File: config.mk
export PLATFORM = sky130hd
export DESIGN_NAME = readout_ctrl
export DESIGN_NICKNAME = d
export VERILOG_FILES = /design/src/rtl/readout_ctrl.sv
export SDC_FILE = /design/constraint.sdc
export NUM_CORES = 1
export LEC_CHECK = 0
export ABC_AREA = 1
export CAP_MARGIN = 40
export CORE_AREA = 2 2 50 52
export CTS_BUF_LIST = sky130_fd_sc_hd__clkbuf_8
export DETAILED_ROUTE_END_ITERATION = 6
export DIE_AREA = 0 0 52 54
export PLACE_DENSITY_LB_ADDON = 0.25
export REMOVE_ABC_BUFFERS = 1
export SETUP_SLACK_MARGIN = 0.15
export SLEW_MARGIN = 20
export SYNTH_ARGS = -nofsm -noshare
export SYNTH_HDL_FRONTEND = slang
export SYNTH_SLANG_ARGS = --single-unit
export TNS_END_PERCENT = 5
File: constraint.sdc
create_clock -name clk -period 3.2 [get_ports clk]
set_input_delay 0.64 -clock clk [delete_from_list [all_inputs] [get_ports clk]]
set_output_delay 0.64 -clock clk [all_outputs]
set_load 0.01 [all_outputs]
File: src/rtl/readout_ctrl.sv
// Purpose : dumps DEPTH words of a synchronous capture RAM to a valid/ready transmitter, in address order.
// Latency : start sampled at edge k -> rd_en in cycle k+1, first tx_valid in cycle k+3 (k+1 with header).
// Backpr. : tx_ready low holds the FSM in SEND (or HDR) with tx_data frozen; no words are lost.
// Option  : define READOUT_HEADER_EN to prepend the HEADER word to every dump.
module readout_ctrl #(
    parameter int unsigned        DATA_W = 8,
    parameter int unsigned        ADDR_W = 8,
    parameter int unsigned        DEPTH  = 256,
    parameter logic [DATA_W-1:0]  HEADER = DATA_W'(8'hA5)
) (
    input  logic              clk,
    input  logic              rst,
    input  logic              start,
    output logic              rd_en,
    output logic [ADDR_W-1:0] rd_addr,
    input  logic [DATA_W-1:0] rd_data,
    output logic [DATA_W-1:0] tx_data,
    output logic              tx_valid,
    input  logic              tx_ready,
    output logic              busy,
    output logic              done
);

    // Address of the final word of a dump; the counter never goes past it.
    localparam logic [ADDR_W-1:0] LAST_ADDR = ADDR_W'(DEPTH - 1);

    typedef enum logic [2:0] {
        IDLE = 3'd0,
        READ = 3'd1,
        WAIT = 3'd2,
        SEND = 3'd3,
        FIN  = 3'd4
`ifdef READOUT_HEADER_EN
        ,
        HDR  = 3'd5
`endif
    } state_t;

    state_t state;

    // Single FSM: every output is a register updated together with the state.
    always_ff @(posedge clk or negedge rst) begin
        if (!rst) begin
            state    <= IDLE;
            rd_en    <= 1'b0;
            rd_addr  <= '0;
            tx_data  <= '0;
            tx_valid <= 1'b0;
            busy     <= 1'b0;
            done     <= 1'b0;
        end else begin
            // Strobes are single-cycle unless a transition below re-asserts them.
            rd_en <= 1'b0;
            done  <= 1'b0;

            case (state)
                IDLE: begin
                    // start is only looked at here, so a request during a dump is dropped.
                    if (start) begin
                        busy <= 1'b1;
`ifdef READOUT_HEADER_EN
                        state    <= HDR;
                        tx_data  <= HEADER;
                        tx_valid <= 1'b1;
`else
                        state    <= READ;
                        rd_en    <= 1'b1;
`endif
                    end
                end

`ifdef READOUT_HEADER_EN
                HDR: begin
                    // Header stays on the bus until the transmitter takes it.
                    if (tx_ready) begin
                        tx_valid <= 1'b0;
                        rd_en    <= 1'b1;
                        state    <= READ;
                    end
                end
`endif

                READ: begin
                    // RAM registers the word this cycle; it appears on rd_data in WAIT.
                    state <= WAIT;
                end

                WAIT: begin
                    tx_data  <= rd_data;
                    tx_valid <= 1'b1;
                    state    <= SEND;
                end

                SEND: begin
                    // Hold tx_data/tx_valid untouched until accepted.
                    if (tx_ready) begin
                        tx_valid <= 1'b0;
                        if (rd_addr == LAST_ADDR) begin
                            done  <= 1'b1;
                            state <= FIN;
                        end else begin
                            rd_addr <= rd_addr + 1'b1;
                            rd_en   <= 1'b1;
                            state   <= READ;
                        end
                    end
                end

                FIN: begin
                    // The only place the address wraps back to zero.
                    rd_addr <= '0;
                    busy    <= 1'b0;
                    state   <= IDLE;
                end

                default: begin
                    rd_addr  <= '0;
                    tx_valid <= 1'b0;
                    busy     <= 1'b0;
                    state    <= IDLE;
                end
            endcase
        end
    end

endmodule

==> flow_metrics.env <==
export IMPL_initial_core_util=0.482
export IMPL_crit_arrival_ps=1290
export IMPL_fin_crit_ps=1930
export IMPL_dp_hpwl_um=1600
export IMPL_synth_most_common_cell="nand2_1"
export IMPL_ys_seq_area_frac=0.515
export IMPL_final_nets=163
export IMPL_synth_xor_area_frac=0.00783
export IMPL_leakagePower_nw=0.650
export IMPL_irDropWorstVdd_uv=496
export IMPL_synthArstFlopShare=1.00
export IMPL_cp_cell_sequence="clkdlybuf4s50_1"
export IMPL_die_y_um=54
export IMPL_wl_um=2050
export IMPL_via_per_inst=4.95
export IMPL_synth_top_cell_by_area="dfrtp_1"
export IMPL_yosys_most_used_dff="dfrtp_1"
export IMPL_hold_path_class="reg2reg"
export IMPL_first_pass_iters=4
export IMPL_worst_setup_path_start_kind="flop"
export IMPL_synth_compound_area_share=0.0638
export IMPL_synth_edf_count=0
export IMPL_drc=0
export IMPL_path_max_fanout=6
export IMPL_path_buf_inv=1
export IMPL_synthCells=114
export IMPL_clock_sinks=23
export IMPL_post_cts_resized=0
export IMPL_synth_top_family_by_area="simple AND/OR/NAND/NOR gates"
export IMPL_powerDensity_nw_per_um2=744
export IMPL_max_stage_delay_ps=570
export IMPL_fin_crit_sh=0.603
export IMPL_critPathRequiredTime_ps=2560
export IMPL_hold_violations=0
export IMPL_die_x_um=52
export IMPL_antenna_cells=0
export IMPL_ys_top_cells_by_count="nand2_1 (30), dfrtp_1 (23), nand3_1 (9), nor2_1 (9), mux2_2 (8)"
export IMPL_dieArea_um2=2810
export IMPL_grt_setup_unrepaired="no"
export IMPL_drive_above_1_share=0.208
export IMPL_ys_ff_latch=23
export IMPL_synthMuxAreaShare=0.0805
export IMPL_grt_overflow=0
export IMPL_stdcell_count=179
export IMPL_worstMarginPinSlew_ps=282
export IMPL_post_cts_buffers=0
export IMPL_port_buffers=31
export IMPL_grt_antenna_before_repair=0
export IMPL_syn_mean_instance_area_um2=9.81
export IMPL_worstSetupStartpoint="rd_addr[5]"
export IMPL_reg2reg_from="rd_addr[0]"
export IMPL_status="complete, no violations"
export IMPL_dp_cells=175
export IMPL_crit_family="buffers and inverters"
export IMPL_cp_end_kind="primary output"
export IMPL_setup_worst_path_class="reg2out"
export IMPL_fmax_mhz=518
export IMPL_path_clk_slew_ps=80
export IMPL_synth_top_cell_area_share=0.515
export IMPL_clock_latency_ps=250
export IMPL_cts_buffers=3
export IMPL_ios=32
export IMPL_first_global_vias=786
export IMPL_crit_end="rd_addr[5]"
export IMPL_areaGrowthSynthToFinish_pct=34.1
export IMPL_drt_iter0_drc=15
export IMPL_clockBufferDepth=2
export IMPL_core_um2=2320
export IMPL_synth_warnings=0
export IMPL_setup_tns_ps=0
export IMPL_slew_headroom=0.812
export IMPL_place_ws_ps=1460
export IMPL_reg2reg_depth=7
export IMPL_timing_final_ws_setup_ps=1270
export IMPL_cts_tree="built"
export IMPL_cts_root_buffer="clkbuf_8"
export IMPL_synth_distinct_cells=20
export IMPL_grt_usage=0.157
export IMPL_h_tree_depth=1
export IMPL_hold_buffers=0
export IMPL_timing_rr_end="rd_addr[2]"
export IMPL_cpMaxStageDelayCell="clkdlybuf4s50_1"
export IMPL_setup_viol=0
export IMPL_syn_area_um2=1120
export IMPL_grt_first_pass_wirelength_um=3310
export IMPL_skew_ps=3.40
export IMPL_critical_path_depth=1
export IMPL_synthSimpleGateAreaFrac=0.281
export IMPL_reg2reg_slack_ps=1730
export IMPL_final_antenna_net_count=0
export IMPL_maxCapViolations=0
export IMPL_rows=18
export IMPL_synth_fa_ha_area_frac=0.0112
export IMPL_wl_per_cell_um=11.5
export IMPL_num_vias=886
export IMPL_slew_viol_final=0
export IMPL_synth_area_leaders="dfrtp_1 (51%), nand2_1 (10%), mux2_2 (8.1%)"
export IMPL_place_congestion=0.770
export IMPL_grt_max_degree=24
## worst register-to-register path: cells and delay by family (launching register included)
kind,cells,cell delay (ps)
flip-flops,1,430
AO/OA/AOI/OAI,1,70
AND/OR/NAND/NOR,5,700
adder cells (fa/ha/maj),1,190
## worst min path at each step
stage | end | startpoint | depth (start not counted) | slack (ps)
floorplan | busy | rst | 0 | 340
global placement | tx_valid | tx_valid | 2 | 460
detailed placement | tx_valid | tx_valid | 2 | 480
CTS | tx_valid | tx_valid | 2 | 500
global route | busy | busy | 2 | 530
finish | tx_valid | tx_valid | 2 | 500
## sequential cells by signal (all words and copies together), names as in the netlist
| register | count |
|---|---|
| busy | 1 |
| done | 1 |
| rd_addr | 8 |
| rd_en | 1 |
| state | 3 |
| tx_data | 8 |
| tx_valid | 1 |
## placed cells by master (no fill, tap or decap)
cell type	instances
buf_4	1
nor2_2	1
or2_2	1
o21ai_0	4
o21ai_2	4
dfrtp_1	23
nand2_4	1
a31o_2	1
o21bai_1	1
nor2_1	9
inv_1	7
nand3_1	9
clkdlybuf4s50_1	31
nand3_4	1
nand2_1	30
clkinv_2	1
nand3b_1	2
clkbuf_8	3
nand2_2	7
mux2_2	8
nor2_4	2
xor2_1	1
ha_1	1
## power breakdown
part,internal (W),leakage (nW),switching [W]
registers,0.000385,0.288,0.0000672
logic,0.000266,0.337,0.000228
clock network,0.0000864,0.0255,0.0000839
total,0.000737,0.650,0.000379
## routing by layer
| metal | vias up | track usage | share of wire |
|---|---|---|---|
| met5 | - | 0 | 0 |
| met4 | 0 | 0.0395 | 0 |
| met3 | 0 | 0.0222 | 0.032 |
| met2 | 15 | 0.270 | 0.51 |
| met1 | 427 | 0.210 | 0.46 |
| li1 | 444 | - | - |
## cell type report
| class | count | area, µm² |
|---|---|---|
| inverter | 7 | 26.3 |
| clock inverter | 1 | 5.00 |
| sequential | 23 | 576 |
| multi-input combinational | 83 | 497 |
| clock buffer | 3 | 41.3 |
| tap | 30 | 37.5 |
| fill | 186 | 820 |
| timing repair buffer | 32 | 318 |
## per-stage QoR
stage	utilization	power, W	hold WS [ps]	instance area [µm²]
after floorplan	-	0.000723	344	1100
after global placement	0.627	0.000942	456	1450
after detailed placement	0.627	0.000960	482	1450
after CTS	0.647	0.00113	501	1500
after global routing	0.647	0.00120	526	1500
final	0.647	0.00112	495	1500
## cell families (layout without fill, tap and decap cells)
kind of cell,Yosys count,in the layout
flops,23,23
fa+ha+maj,1,1
mux,8,8
compound gates,10,10
simple gates,63,63
buf+inv,8,43
xor+xnor,1,1
Power figures use the tool's default switching activity.
